==> src/rtl/aclint_pkg.sv <==
// Shared definitions for the BRAM-mapped ACLINT: register offsets, reset values, byte-lane merge.
// Latency: n/a (package only).
// Backpressure: n/a (package only).
package aclint_pkg;

  // Byte offsets of each register window within the 64 KiB aperture.
  localparam logic [15:0] MSIP_BASE     = 16'h0000;
  localparam logic [15:0] MTIMECMP_BASE = 16'h4000;
  localparam logic [15:0] MTIME_LO      = 16'hBFF8;
  localparam logic [15:0] MTIME_HI      = 16'hBFFC;
  localparam logic [15:0] SSIP_BASE     = 16'hC000;

  // mtimecmp resets to the largest value so no timer interrupt fires until software programs it.
  localparam logic [63:0] MTIMECMP_RST = 64'hFFFF_FFFF_FFFF_FFFF;

  // Replace only the byte lanes selected by we; other lanes keep old_val.
  function automatic logic [31:0] byte_merge(input logic [31:0] old_val,
                                             input logic [31:0] wr_val,
                                             input logic [3:0]  we);
    logic [31:0] res;
    for (int b = 0; b < 4; b++) begin
      res[8*b +: 8] = we[b] ? wr_val[8*b +: 8] : old_val[8*b +: 8];
    end
    return res;
  endfunction

endpackage

==> src/rtl/aclint_prescaler.sv <==
// Fractional prescaler: emits TIMER_FREQ single-cycle ticks per CLK_FREQ clk cycles, drift-free.
// Latency: tick is combinational from the accumulator flop; first tick ceil(CLK_FREQ/TIMER_FREQ) cycles after reset.
// Backpressure: none; free-running.
// Ports: clk, rstn (async active-low), tick (1-cycle strobe).
module aclint_prescaler #(
  parameter int CLK_FREQ   = 40,
  parameter int TIMER_FREQ = 10
) (
  input  logic clk,
  input  logic rstn,
  output logic tick
);

  localparam int AW = $clog2(2 * CLK_FREQ);

  logic [AW-1:0] acc_q, acc_d;
  // One extra bit so acc + TIMER_FREQ never wraps before the compare.
  logic [AW:0]   sum;

  always_comb begin
    sum   = {1'b0, acc_q} + (AW+1)'(TIMER_FREQ);
    tick  = (sum >= (AW+1)'(CLK_FREQ));
    acc_d = tick ? AW'(sum - (AW+1)'(CLK_FREQ)) : AW'(sum);
  end

  always_ff @(posedge clk or negedge rstn) begin
    if (!rstn) begin
      acc_q <= '0;
    end else begin
      acc_q <= acc_d;
    end
  end

endmodule

==> src/rtl/aclint_bram.sv <==
// ACLINT (msip/ssip/mtimecmp/mtime) behind a 32-bit, read-latency-1 BRAM-controller port.
// Latency: reads return one cycle after bram_en; writes land at the edge ending the access; mtip one edge after its inputs.
// Backpressure: none; every access is accepted every cycle.
// Ports: clk, rstn (async active-low); bram_addr/en/we/wrdata in, bram_rddata out;
//        msip, ssip, mtip out, one bit per hart.
module aclint_bram
  import aclint_pkg::*;
#(
  parameter int NUM_HARTS  = 1,
  parameter int CLK_FREQ   = 40,
  parameter int TIMER_FREQ = 10
) (
  input  logic                 clk,
  input  logic                 rstn,
  input  logic [15:0]          bram_addr,
  input  logic                 bram_en,
  input  logic [3:0]           bram_we,
  output logic [31:0]          bram_rddata,
  input  logic [31:0]          bram_wrdata,
  output logic [NUM_HARTS-1:0] msip,
  output logic [NUM_HARTS-1:0] ssip,
  output logic [NUM_HARTS-1:0] mtip
);

  logic tick;

  aclint_prescaler #(
    .CLK_FREQ   (CLK_FREQ),
    .TIMER_FREQ (TIMER_FREQ)
  ) u_prescaler (
    .clk  (clk),
    .rstn (rstn),
    .tick (tick)
  );

  // ---------------- address decode ----------------
  logic       wr;
  logic [9:0] idx4;   // hart index for 4-byte-stride windows
  logic [9:0] idx8;   // hart index for 8-byte-stride mtimecmp window
  logic       sel_msip, sel_ssip, sel_cmp, sel_mlo, sel_mhi;
  logic [1:0] unused_addr_lsb;

  assign unused_addr_lsb = bram_addr[1:0];
  assign wr       = bram_en && (bram_we != 4'b0000);
  assign idx4     = bram_addr[11:2];
  assign idx8     = bram_addr[12:3];
  // Windows are sized for 1024 harts; indices beyond NUM_HARTS simply match no register.
  assign sel_msip = (bram_addr[15:12] == MSIP_BASE[15:12]);
  assign sel_ssip = (bram_addr[15:12] == SSIP_BASE[15:12]);
  assign sel_cmp  = (bram_addr[15:13] == MTIMECMP_BASE[15:13]);
  assign sel_mlo  = (bram_addr[15:2]  == MTIME_LO[15:2]);
  assign sel_mhi  = (bram_addr[15:2]  == MTIME_HI[15:2]);

  // ---------------- state ----------------
  logic [NUM_HARTS-1:0] msip_q, msip_d;
  logic [NUM_HARTS-1:0] ssip_q, ssip_d;
  logic [NUM_HARTS-1:0] mtip_q, mtip_d;
  logic [63:0]          mtimecmp_q [NUM_HARTS];
  logic [63:0]          mtimecmp_d [NUM_HARTS];
  logic [63:0]          mtime_q, mtime_d;
  logic [31:0]          rddata_q, rddata_d;
  logic [31:0]          rd_word;

  // Per-hart register writes and timer compares.
  always_comb begin
    msip_d = msip_q;
    ssip_d = ssip_q;
    mtip_d = mtip_q;
    for (int h = 0; h < NUM_HARTS; h++) begin
      mtimecmp_d[h] = mtimecmp_q[h];
      // Compare uses current register values; the result lands one edge later.
      mtip_d[h] = (mtime_q >= mtimecmp_q[h]);
      if (wr && (idx4 == 10'(h)) && bram_we[0]) begin
        if (sel_msip) msip_d[h] = bram_wrdata[0];
        if (sel_ssip) ssip_d[h] = bram_wrdata[0];
      end
      if (wr && sel_cmp && (idx8 == 10'(h))) begin
        if (bram_addr[2]) begin
          mtimecmp_d[h][63:32] = byte_merge(mtimecmp_q[h][63:32], bram_wrdata, bram_we);
        end else begin
          mtimecmp_d[h][31:0]  = byte_merge(mtimecmp_q[h][31:0], bram_wrdata, bram_we);
        end
      end
    end
  end

  // mtime: a software write to either half wins over the tick increment in that cycle,
  // and leaves the other half untouched (no carry into it).
  always_comb begin
    mtime_d = tick ? (mtime_q + 64'd1) : mtime_q;
    if (wr && sel_mlo) begin
      mtime_d = {mtime_q[63:32], byte_merge(mtime_q[31:0], bram_wrdata, bram_we)};
    end else if (wr && sel_mhi) begin
      mtime_d = {byte_merge(mtime_q[63:32], bram_wrdata, bram_we), mtime_q[31:0]};
    end
  end

  // Read mux samples pre-write values, giving read-first behaviour on a same-word write.
  always_comb begin
    rd_word = '0;
    for (int h = 0; h < NUM_HARTS; h++) begin
      if (sel_msip && (idx4 == 10'(h))) rd_word = {31'd0, msip_q[h]};
      if (sel_ssip && (idx4 == 10'(h))) rd_word = {31'd0, ssip_q[h]};
      if (sel_cmp && (idx8 == 10'(h))) begin
        rd_word = bram_addr[2] ? mtimecmp_q[h][63:32] : mtimecmp_q[h][31:0];
      end
    end
    if (sel_mlo) rd_word = mtime_q[31:0];
    if (sel_mhi) rd_word = mtime_q[63:32];
    rddata_d = bram_en ? rd_word : rddata_q;
  end

  always_ff @(posedge clk or negedge rstn) begin
    if (!rstn) begin
      msip_q   <= '0;
      ssip_q   <= '0;
      mtip_q   <= '0;
      mtime_q  <= '0;
      rddata_q <= '0;
      for (int h = 0; h < NUM_HARTS; h++) begin
        mtimecmp_q[h] <= MTIMECMP_RST;
      end
    end else begin
      msip_q   <= msip_d;
      ssip_q   <= ssip_d;
      mtip_q   <= mtip_d;
      mtime_q  <= mtime_d;
      rddata_q <= rddata_d;
      for (int h = 0; h < NUM_HARTS; h++) begin
        mtimecmp_q[h] <= mtimecmp_d[h];
      end
    end
  end

  assign bram_rddata = rddata_q;
  assign msip        = msip_q;
  assign ssip        = ssip_q;
  assign mtip        = mtip_q;

endmodule

==> config.mk <==
export PLATFORM = sky130hd
export DESIGN_NAME = aclint_bram
export DESIGN_NICKNAME = d
export VERILOG_FILES = /design/src/rtl/aclint_pkg.sv /design/src/rtl/aclint_prescaler.sv /design/src/rtl/aclint_bram.sv
export SDC_FILE = /design/constraint.sdc
export NUM_CORES = 1
export LEC_CHECK = 0
export ABC_AREA = 1
export CAP_MARGIN = 20
export CORE_UTILIZATION = 50
export CTS_BUF_LIST = sky130_fd_sc_hd__clkbuf_4
export DETAILED_ROUTE_END_ITERATION = 16
export PLACE_DENSITY_LB_ADDON = 0.08
export SLEW_MARGIN = 10
export SYNTH_ARGS = -nofsm -noshare
export SYNTH_HDL_FRONTEND = slang
export SYNTH_HIERARCHICAL = 1
export SYNTH_SLANG_ARGS = --single-unit
==> constraint.sdc <==
create_clock -name clk -period 2.9 [get_ports clk]
set_clock_uncertainty 0.1 [all_clocks]
set_input_delay 0.435 -clock clk [delete_from_list [all_inputs] [get_ports clk]]
set_output_delay 0.435 -clock clk [all_outputs]
set_load 0.01 [all_outputs]
# After elaboration in Yosys (flattened, before gate mapping)

Index checks and enable logic that the tools add are counted.

Bitwise gates (word level): 2
$add $sub $neg: 3
Equal/unequal tests: 13
Mux-type cells: 14
Magnitude comparators: 2
Reductions and logical operators: 34

Operators with widths:

| cell                                                              | count |
|---|---|
| two-way mux 32 bit                                                | 6 |
| two-way mux 64 bit                                                | 2 |
| adder 64 x 1 -> 64 bit, second input constant                     | 1 |
| greater-or-equal comparator 64 bit                                | 1 |
| AND reduction 3 bit                                               | 16 |
| two-way mux 8 bit                                                 | 4 |
| == test 14 bit, second input constant                             | 2 |
| logical NOT 10 bit                                                | 2 |
| inequality test 2 bit, second input constant                      | 9 |
| logical AND 1 bit                                                 | 10 |
| adder 7 x 4 -> 8 bit, second input constant                       | 1 |
| greater-or-equal comparator 8 x 6 -> 1 bit, second input constant | 1 |
| two-way mux 7 bit                                                 | 1 |
| subtractor 7 x 6 -> 7 bit, second input constant                  | 1 |
| == test 4 bit, second input constant                              | 1 |
| logical NOT 4 bit                                                 | 1 |
| AND reduction 2 bit                                               | 2 |
| nonzero test 2 bit                                                | 2 |
| nonzero test 4 bit                                                | 1 |
| == test 3 x 2 -> 1 bit, second input constant                     | 1 |
| NOT 1 bit                                                         | 2 |
| two-way mux 1 bit                                                 | 1 |

Output and inout port bits: 35
Input port bits: 55
Bits in registers: 170

# Logic depth before layout (Yosys ltp)

Gate-level depths: netlist (run 1).

Depth in word-level cells: 7
Mapped depth: 19

# Modules after synthesis

Netlist (run 1), hierarchy kept.

Modules (own cells, without submodules):

| module           | instances | seq. area each (um2) | area an instance (um2) | cells each |
|---|---|---|---|---|
| aclint_bram      | 1         | 4159.0               | 12122.9                | 1846 |
| aclint_prescaler | 1         | 150.1                | 429.2                  | 55 |

# Worst setup path before layout (run 1)

Ideal clock, no wire load.

Path type: register -> register
Start: register u_prescaler.acc_q[1]
End: register mtime_q[36]
Period minus slack after synthesis: 2.157 ns
Path slack: 0.743 ns
Data arrival time: 1.939 ns
Cell stages (with the launch flop): 19
Path through: dfrtp_1 ha_1 inv_1 nand2_2 nand2_2 ha_1 nand2_1 inv_1 nand3_1 nand2_1 inv_2 nand3_4 inv_1 nand2_2 nand2_1 nor2_4 inv_1 nand2_1 nand2_1

Word-level cells in the longest chain between the ends: 4

Ends and longest elaborated chain:

| what                                       | RTL line               | source |
|---|---|---|
| start: declaration                         | aclint_prescaler.sv:16 | `logic [AW-1:0] acc_q, acc_d;` |
| start signal: assignment                   | aclint_prescaler.sv:28 | `acc_q <= '0;` |
| start signal: assignment                   | aclint_prescaler.sv:30 | `acc_q <= acc_d;` |
| adder 7 x 4 -> 8 bit                       | aclint_prescaler.sv:21 | `sum = {1'b0, acc_q} + (AW+1)'(TIMER_FREQ);` |
| greater-or-equal comparator 8 x 6 -> 1 bit | aclint_prescaler.sv:22 | `tick = (sum >= (AW+1)'(CLK_FREQ));` |
| via tick                                   | aclint_bram.sv:25      | `logic tick;` |
| nonzero test 2 bit (no line)               | -                      |  |
| AND reduction 3 bit (no line)              | -                      |  |
| end signal: assignment                     | aclint_bram.sv:127     | `mtime_q <= mtime_d;` |
| end: declaration                           | aclint_bram.sv:60      | `logic [63:0] mtime_q, mtime_d;` |

The timed path passes the listed nets, and every way through them passes these cells.
A chain may end at the register's enable or synchronous reset.

# Worst setup path after layout (run 1)

Start: register u_prescaler.acc_q[1]
End: register mtime_q[46]

The elaborated chain is that of the path after synthesis.

==> flow_metrics.py, run 1 <==
metrics = {
    "status": {
        "status": "completed",
    },
    "critical_path": {
        "cp-start-kind": "register",
        "critPathCaptureType": "register",
        "reg2reg_from": "u_prescaler/acc_q[1]",
        "critPathCapture": "mtime_q[46]",
        "cp.arrival_ns": 3.09,
        "rr_worst_depth": 17,
        "worst_ep_required_time_ns": 3.35,
        "path_max_fanout": 10,
        "regToRegSetupSlack_ns": 0.26,
        "critPathLaunch": "u_prescaler/acc_q[1]",
        "criticalPathCategory": "register to register",
        "r2r-end": "mtime_q[46]",
    },
    "synth": {
        "synth-edff-count": 0,
        "ys.flop_type": "dfrtp_1",
        "synth_fp_nets": 2023,
        "ys_warn_count": 6,
        "yosysUniqueCellTypes": 44,
        "syn-cell-area_mm2": 0.0126,
        "postSynthAreaPerCell_um2": 6.60,
        "ys_ff_latch": 169,
        "postSynthCellCount": 1901,
        "yosysSeqAreaShare": 0.343,
        "async_reset_ff_frac": 1.00,
    },
    "routing": {
        "routed_wl_um": 45400,
        "first_pass_iters": 5,
        "ant_nets": 0,
        "vias_per_cell": 5.62,
        "vias": 13200,
        "drt_iter0_drc": 1425,
        "drcViolationCount": 0,
        "wl_per_cell_um": 19.3,
    },
    "floorplanning": {
        "rows": 57,
        "fp.dieW_um": 160,
        "coreArea_mm2": 0.0245,
        "die_h_um": 160,
        "ios": 90,
        "start_util": 0.513,
        "dieArea_mm2": 0.0257,
    },
    "power": {
        "irDropWorstVdd_v": 0.000221,
        "p_leak_nw": 7.68,
        "cellPowerDensity_mw_per_mm2": 288,
    },
    "sta": {
        "fin_crit_ns": 2.64,
        "tightest_slew_ns": 0.618,
        "worst_slack_ns": 0.263,
        "slew_headroom": 0.587,
        "rsz0062_at_grt": "false",
        "tns_ns": 0,
        "fmax_mhz": 379,
        "hold_violations": 0,
        "setup_viol_count_final": 0,
        "drv_slew": 0,
        "fin_crit_sh": 0.909,
    },
    "job": {
        "maxCapViolations": 0,
    },
    "global_route": {
        "antenna_found_initial": 1,
        "grt_max_degree": 61,
        "overflow": 0,
        "grt_first_pass_wirelength_um": 70500,
        "grt_pass1_vias": 12500,
        "grt_use_total": 0.363,
    },
    "cts": {
        "cts_tree": "built",
        "clock_latency_ns": 0.62,
        "cts_buffers": 17,
        "clock_sinks": 169,
        "root_buffer": "clkbuf_4",
        "htreeDepth": 4,
        "path_clk_slew_ns": 0.17,
        "cts_buffer_depth": 2,
    },
    "final_layout": {
        "multi_input_area_mm2": 0.00717,
        "fillCellCount": 2415,
        "area_growth_pct": 14.1,
        "fin_nets": 2130,
        "seqCellArea_mm2": 0.00431,
        "design_area_mm2": 0.0143,
        "final_layout_size_suffix_gt1_frac": 0.101,
        "utilization": 0.585,
    },
    "worst_hold_path": {
        "hp-class": "input pin to async pin",
    },
    "placement": {
        "dp_hpwl_um": 36500,
        "gp_congestion": 1.03,
        "port_buffers": 87,
        "dpl-instance-area_mm2": 0.0140,
        "dp_slack_ns": 0.158,
    },
}
[where the power goes]
group	internal (mW)	switching (mW)
clock	0.390	1.02
combinational	0.117	0.219
sequential	2.37	0.00785
[cells in the mapped netlist, types with 10 or more instances]
master / number / share of area
nor3_1: 10 / 0.0040
o211ai_1: 14 / 0.0084
inv_1: 215 / 0.064
dfrtp_1: 105 / 0.21
o21ai_0: 104 / 0.041
buf_2: 17 / 0.0068
ha_1: 67 / 0.067
dfstp_2: 64 / 0.13
nand3_1: 119 / 0.047
o22ai_1: 12 / 0.0060
nand2_1: 721 / 0.22
nand4_1: 67 / 0.033
o221ai_1: 16 / 0.011
o21ai_1: 26 / 0.010
clkbuf_1: 23 / 0.0069
nor2_1: 189 / 0.057
a21oi_1: 33 / 0.013
[metrics by stage]
stage,power [mW],hold WS (ns),std cells
6_report,4.12,0.212,2347
5_1_grt,4.28,0.211,2346
4_1_cts,4.14,0.215,2344
3_5_place_dp,2.75,0.316,2311
3_3_place_gp,2.74,0.312,2311
2_1_floorplan,2.54,0.0394,1901
[logic make-up after synthesis]
kind of cell	count (synthesis)	share of synthesized area
flops	169	0.343
fa+ha+maj	67	0.0668
buf+inv	277	0.0870
simple gates	1154	0.391
xor+xnor	17	0.0119
compound gates	217	0.100
[worst max-delay path: stages (launching register included)]
cell	delay, ns
dfrtp_1	0.44
ha_1	0.25
inv_1	0.08
nand2_2	0.07
nand2_2	0.10
ha_1	0.15
nand2_1	0.05
inv_1	0.05
nand3_1	0.07
nand2_1	0.11
inv_2	0.09
nand3_4	0.11
inv_1	0.08
nand2_2	0.14
nand3_2	0.31
inv_2	0.23
nand3_1	0.09
nand2_1	0.06
[placed cells by master (no fill, tap or decap), types with 3 or more instances in the layout]
master / instances
o21a_1: 3
inv_6: 3
o211ai_1: 14
nand4_1: 67
a21oi_1: 33
clkdlybuf4s50_1: 85
o21ai_1: 26
xor2_1: 9
nand2_1: 721
and2_1: 8
inv_8: 5
nor3_1: 8
inv_2: 10
nand3_2: 6
nor2_1: 188
o21ai_0: 104
o22ai_1: 12
nor3_2: 3
clkinvlp_4: 3
nand2_2: 9
xnor2_1: 8
buf_12: 4
buf_4: 48
nor2_2: 5
nand3_4: 3
dfrtp_1: 105
nor2_4: 9
ha_1: 67
o21ai_2: 3
clkbuf_4: 18
nand3_1: 119
dfstp_2: 64
o221ai_1: 16
inv_1: 214
[metal layers]
layer  vias up  GRT usage  part of all wire
met4         0      0.119             0.029
li1       6342          -                 -
met2       553      0.575              0.45
met3        94     0.0571             0.077
met5         -          0                 0
met1      6194      0.506              0.44
[flip-flops by register name, indices dropped and copies added, names as in the netlist]
name               flops
mtime_q               64
mtimecmp_q            64
bram_rddata           32
u_prescaler/acc_q      6
msip                   1
mtip                   1
ssip                   1
[timing repair]
action	CTS	global route
hold endpoints to repair	49	0
resized for setup	0	2
hold buffers	1	0
setup buffers	0	1
setup endpoints to repair	0	10
[worst min path at each step]
stage,start,endpoint,cells past startpoint
2_1_floorplan,rstn,bram_rddata[0],0
3_3_place_gp,rstn,bram_rddata[7],1
3_5_place_dp,rstn,bram_rddata[7],1
4_1_cts,rstn,msip,2
5_1_grt,rstn,bram_rddata[7],2
6_report,rstn,bram_rddata[7],2
[layout make-up]
cell class	count	share of cell area
multi-input combinational	1455	0.501
sequential	169	0.301
timing repair buffer	140	0.0920
inverter	225	0.0591
tap	324	0.0283
clock buffer	18	0.00943
clock inverter	14	0.00935
antenna	2	0.000349
Power figures use the tool's default switching activity.
==> run 2, diff against run 1 <==
--- a/config.mk
+++ b/config.mk
@@ -7,8 +7,8 @@
 export LEC_CHECK = 0
 export ABC_AREA = 1
 export CAP_MARGIN = 20
-export CORE_UTILIZATION = 50
-export CTS_BUF_LIST = sky130_fd_sc_hd__clkbuf_4
+export CORE_UTILIZATION = 55
+export CTS_BUF_LIST = sky130_fd_sc_hd__clkbuf_4 sky130_fd_sc_hd__clkbuf_8
 export DETAILED_ROUTE_END_ITERATION = 16
 export PLACE_DENSITY_LB_ADDON = 0.08
 export SLEW_MARGIN = 10
==> run 2 against run 1 <==
Compared with the run above:
- clock power is 26% higher
- cell count shrank 2.1%
- first-iteration DRC count up 2.9%
- total power grew 9.0%
- sequential share of layout area shrank 0.092 points
- flip-flop and latch count stayed put
- maximum frequency rose by 0.34%
- combinational power grew 1%
- largest cell class unchanged
- largest power group unchanged
==> flow_metrics.py, run 2 (synthesis gave the netlist of run 1 again) <==
metrics = {
    "sta": {
        "setup_viol_count_final": 0,
        "fmax_mhz": 380,
        "whs_ns": 0.354,
        "slew_headroom": 0.614,
        "drv_slew": 0,
        "fin_crit_ns": 2.63,
        "fin_crit_sh": 0.906,
        "rsz0062_at_grt": "false",
        "tightest_slew_ns": 0.579,
        "tns_ns": 0,
        "hold_violations": 0,
    },
    "cts": {
        "cts_buffer_depth": 2,
        "path_clk_slew_ns": 0.11,
        "post_cts.repair.setup_buffers": 0,
        "clock_sinks": 169,
        "root_buffer": "clkbuf_8",
        "htreeDepth": 4,
        "clock_latency_ns": 0.50,
        "cts_buffers": 17,
        "cts_tree": "built",
    },
    "critical_path": {
        "criticalPathCategory": "register to register",
        "regToRegSetupSlack_ns": 0.27,
        "path_max_fanout": 16,
        "worst_ep_required_time_ns": 3.22,
        "cp.arrival_ns": 2.94,
        "reg2reg_from": "u_prescaler/acc_q[1]",
        "critPathCaptureType": "register",
        "cp-start-kind": "register",
        "rr_worst_depth": 17,
        "r2r-end": "mtime_q[49]",
    },
    "status": {
        "status": "completed",
    },
    "routing": {
        "first_pass_iters": 8,
        "drcViolationCount": 0,
        "drt_iter0_drc": 1467,
        "ant_nets": 0,
        "vias_per_cell": 5.82,
        "vias": 13400,
        "routed_wl_um": 45200,
        "wl_per_cell_um": 19.7,
    },
    "worst_hold_path": {
        "hp-class": "register to register",
        "min_from": "u_prescaler/acc_q[1]",
        "whs_path_depth": 1,
        "holdPathEnd": "u_prescaler/acc_q[1]",
    },
    "placement": {
        "dp_hpwl_um": 35600,
        "gp_congestion": 0.999,
        "port_buffers": 87,
    },
    "global_route": {
        "grt_max_degree": 61,
        "grt_use_total": 0.397,
        "overflow": 0,
        "antenna_found_initial": 0,
        "grt_pass1_vias": 12800,
        "grt_first_pass_wirelength_um": 71100,
    },
    "floorplanning": {
        "coreArea_mm2": 0.0221,
        "ios": 90,
        "start_util": 0.568,
        "fp.dieW_um": 153,
        "rows": 54,
        "die_h_um": 153,
        "dieArea_mm2": 0.0234,
    },
    "final_layout": {
        "seqCellArea_mm2": 0.00431,
        "multi_input_area_mm2": 0.00716,
        "final_common_cell": "nand2_1",
        "antenna_cells": 0,
        "fillCellCount": 2049,
        "final_cell_mix": "nand2_1 (721), inv_1 (215), nor2_1 (188), nand3_1 (119), dfrtp_1 (105)",
        "final_layout_size_suffix_gt1_frac": 0.0992,
        "area_growth_pct": 14.5,
        "fin_nets": 2126,
    },
    "power": {
        "cellPowerDensity_mw_per_mm2": 313,
        "irDropWorstVdd_v": 0.000265,
        "p_leak_nw": 7.72,
    },
    "job": {
        "maxCapViolations": 0,
    },
}
[run 2: worst max-delay path by stage]
stage | startpoint | endpoint | cells after the start
after global placement | bram_addr[15] | mtime_q[48] | 11
after global routing | u_prescaler/acc_q[1] | mtime_q[50] | 17
after CTS | u_prescaler/acc_q[1] | mtime_q[48] | 17
final | u_prescaler/acc_q[1] | mtime_q[49] | 17
after detailed placement | bram_addr[15] | mtime_q[48] | 11
after floorplan | u_prescaler/acc_q[1] | mtime_q[36] | 18
[run 2: through the flow]
stage | total power, mW | cell area (um2) | util | setup slack [ns] | std cells
2_1_floorplan | 2.54 | 12600 | - | 0.743 | 1901
3_3_place_gp | 2.74 | 14000 | 0.632 | 0.210 | 2264
3_5_place_dp | 2.75 | 14000 | 0.632 | 0.186 | 2264
4_1_cts | 4.47 | 14400 | 0.650 | 0.338 | 2297
5_1_grt | 4.60 | 14400 | 0.650 | 0.0798 | 2297
6_report | 4.49 | 14400 | 0.650 | 0.272 | 2297
[run 2: power by group]
| group | total [mW] | leakage [nW] | switching, mW | internal, mW |
|---|---|---|---|---|
| clock network | 1.78 | 0.197 | 1.05 | 0.726 |
| registers | 2.37 | 1.92 | 0.00709 | 2.37 |
| logic | 0.342 | 5.61 | 0.223 | 0.119 |
| total | 4.49 | 7.72 | 1.28 | 3.21 |
[run 2: routing by layer]
layer	vias up	wire [um]	global-route usage
met5	-	0	0
met4	0	1680	0.145
met3	132	4560	0.0907
met2	690	19700	0.620
met1	6210	19200	0.537
li1	6327	-	-
[run 2: layout make-up]
type / count / share of cell area
inverter: 225 / 0.0589
sequential: 169 / 0.300
tap: 280 / 0.0244
timing repair buffer: 136 / 0.0914
clock buffer: 19 / 0.0173
clock inverter: 13 / 0.00949
multi-input combinational: 1455 / 0.499
[run 2: worst max-delay path: stages (launching register included)]
cell,delay (ns)
dfrtp_1,0.41
ha_1,0.24
inv_1,0.08
nand2_2,0.08
nand2_2,0.10
ha_1,0.18
nand2_1,0.06
inv_1,0.05
nand3_1,0.07
nand2_1,0.09
inv_2,0.07
nand3_4,0.10
inv_1,0.07
nand2_2,0.12
nand3_2,0.37
nor2_1,0.20
nand2_1,0.07
nand2_1,0.08
[run 2: repair_timing]
| item | in CTS | in global routing |
|---|---|---|
| hold buffers | 1 | 0 |
| gates resized for setup | 0 | 0 |
| hold endpoints to repair | 42 | 0 |
==> run 3, diff against run 2 <==
==> constraint.sdc (replaced) <==
create_clock -name clk -period 2.4 [get_ports clk]
set_clock_uncertainty 0.1 [all_clocks]
set_input_delay 0.36 -clock clk [delete_from_list [all_inputs] [get_ports clk]]
set_output_delay 0.36 -clock clk [all_outputs]
set_load 0.01 [all_outputs]
==> run 3 against run 2 <==
Compared with the run above:
- the flow now finishes with violations (negative setup slack)
- clock-buffer cell count unchanged
- die area is the same
- largest power group unchanged
- cell count rose by 3.9%
==> flow_metrics.py, run 3 (synthesis gave the netlist of run 1 again) <==
metrics = {
    "status": {
        "status": "finished with violations",
        "violations": "negative setup slack",
    },
    "final_layout": {
        "final_layout_size_suffix_gt1_frac": 0.147,
        "final_cell_mix": "nand2_1 (715), inv_1 (210), nor2_1 (185), buf_4 (122), nand3_1 (119)",
        "final_common_cell": "nand2_1",
        "utilization": 0.691,
        "fillCellCount": 1925,
        "fin_nets": 2216,
        "area_growth_pct": 21.6,
        "antenna_cells": 0,
    },
    "power": {
        "switching_power_mw": 1.57,
        "internal_power_mw": 3.83,
        "switching_share": 0.291,
        "p_leak_nw": 8.21,
        "cellPowerDensity_mw_per_mm2": 354,
        "p_clk_frac": 0.390,
        "p_seq_frac": 0.531,
        "combPwrFrac": 0.080,
        "irDropWorstVdd_v": 0.000264,
    },
    "floorplanning": {
        "rows": 54,
        "dieArea_mm2": 0.0234,
        "fp.dieW_um": 153,
        "start_util": 0.568,
        "die_h_um": 153,
        "coreArea_mm2": 0.0221,
        "ios": 90,
    },
    "sta": {
        "slew_headroom": 0.639,
        "tns_ns": -0.00844,
        "whs_ns": 0.318,
        "setup_viol_count_final": 1,
        "fin_crit_sh": 1.00,
        "worst_slack_ns": -0.00844,
        "drv_slew": 0,
        "fmax_mhz": 415,
        "fin_crit_ns": 2.41,
        "hold_violations": 0,
        "tightest_slew_ns": 0.540,
    },
    "global_route": {
        "overflow": 0,
        "antenna_found_initial": 1,
        "grt_first_pass_wirelength_um": 71900,
        "grt_pass1_vias": 13500,
        "grt_use_total": 0.401,
        "grt_max_degree": 50,
    },
    "critical_path": {
        "path_buf_inv": 4,
        "cp_slowest_cell": "dfrtp_1",
        "path_max_fanout": 8,
        "cp-start-kind": "register",
        "path_cells": "ha_4 > nand2_1 > nand2_4 > ha_2 > nand2_1 > inv_1 > nand3_1 > nand2_2 > inv_4 > nand3_4 > inv_4 > nand2_8 > nand3_4 > buf_12 > nor2_1 > nand2_1 > nand2_1",
        "critPathCaptureType": "register",
        "cp.arrival_ns": 2.68,
        "critical-path-max-stage-delay_ns": 0.45,
        "worst_ep_required_time_ns": 2.67,
        "criticalPathCategory": "register to register",
        "cp_top_family": "simple AND/OR/NAND/NOR gates",
        "path_common_cell": "nand2_1",
    },
    "placement": {
        "gp_congestion": 1.01,
        "dp_hpwl_um": 36300,
        "port_buffers": 87,
    },
    "routing": {
        "routed_wl_um": 46300,
        "ant_nets": 0,
        "drcViolationCount": 0,
        "vias_per_cell": 5.86,
        "drt_iter0_drc": 1446,
        "first_pass_iters": 8,
        "wl_per_cell_um": 19.4,
        "vias": 14000,
    },
    "cts": {
        "cts_buffers": 17,
        "root_buffer": "clkbuf_8",
        "cts_buffer_depth": 2,
        "cts_tree": "built",
        "path_clk_slew_ns": 0.11,
        "clock_latency_ns": 0.50,
        "clock_sinks": 169,
        "htreeDepth": 4,
    },
    "job": {
        "maxCapViolations": 0,
    },
    "worst_hold_path": {
        "hp-class": "input pin to async pin",
    },
}
-- run 3: cell types whose count changed in the layout (fill, tap and decap cells not counted), sizes merged --
cell	previous run	this run
clkinv	5	3
inv	231	234
buf	50	139
clkbuf	19	20
bufinv	1	0
-- run 3: final cells by class --
type / count / area, um2 / share of cell area
Multi-Input combinational cell: 1455 / 7260 / 0.475
Sequential cell: 169 / 4310 / 0.282
Timing Repair Buffer: 226 / 2110 / 0.138
Inverter: 225 / 856 / 0.0561
Tap cell: 280 / 350 / 0.0230
Clock buffer: 19 / 255 / 0.0167
Clock inverter: 13 / 125 / 0.00820
-- run 3: layer usage --
metal | global-route usage | share of wire | vias to the layer above
li1 | - | - | 6506
met1 | 0.530 | 0.41 | 6535
met2 | 0.638 | 0.45 | 808
met3 | 0.0802 | 0.10 | 141
met4 | 0.172 | 0.041 | 2
met5 | 0 | 0.00028 | -
-- run 3: final timing paths --
kind	cells past startpoint	start	to	slack (ns)
worst max-delay path	17	u_prescaler/acc_q[1]	mtime_q[51]	-0.008
worst min-delay path	2	rstn	bram_rddata[7]	0.32
worst max register to register	17	u_prescaler/acc_q[1]	mtime_q[51]	-0.008
worst min register to register	2	mtimecmp_q[8]	mtimecmp_q[8]	0.38
max in group asynchronous	3	rstn	mtimecmp_q[4]	1.17
min in group clk	3	bram_wrdata[3]	mtimecmp_q[35]	0.35
-- run 3: metrics by stage --
stage | cell area, um2 | cells | setup WS [ns] | power [mW]
2_1_floorplan | 12600 | 1901 | 0.243 | 3.07
3_3_place_gp | 14700 | 2342 | -0.00664 | 3.33
3_5_place_dp | 14700 | 2342 | -0.0696 | 3.34
4_1_cts | 15100 | 2378 | 0.0145 | 5.41
5_1_grt | 15300 | 2387 | -0.0999 | 5.56
6_report | 15300 | 2387 | -0.00844 | 5.40
-- run 3: worst register-to-register path, stage by stage, from the launching register on --
cell and delay (ns):
dfrtp_1 0.45, ha_4 0.20, nand2_1 0.12, nand2_4 0.07, ha_2 0.19, nand2_1 0.06
inv_1 0.03, nand3_1 0.10, nand2_2 0.10, inv_4 0.09, nand3_4 0.13, inv_4 0.12
nand2_8 0.07, nand3_4 0.13, buf_12 0.16, nor2_1 0.06, nand2_1 0.06, nand2_1 0.06
-- run 3: repair_timing --
action                                  CTS  global route
buffers inserted                          3             8
hold endpoints to repair                 37             0
pin swaps                                 2             8
gates cloned                              0             1
endpoints found under the setup margin   30            53
hold buffers                              1             0
resized for setup                         6            27
-- run 3: power groups by stage --
stage,registers (mW),logic [mW],clock network [mW]
final,2.87,0.430,2.10
after global routing,2.87,0.471,2.22
after CTS,2.87,0.425,2.12
after detailed placement,2.92,0.422,0
after global placement,2.92,0.415,0
after floorplan,2.92,0.154,0
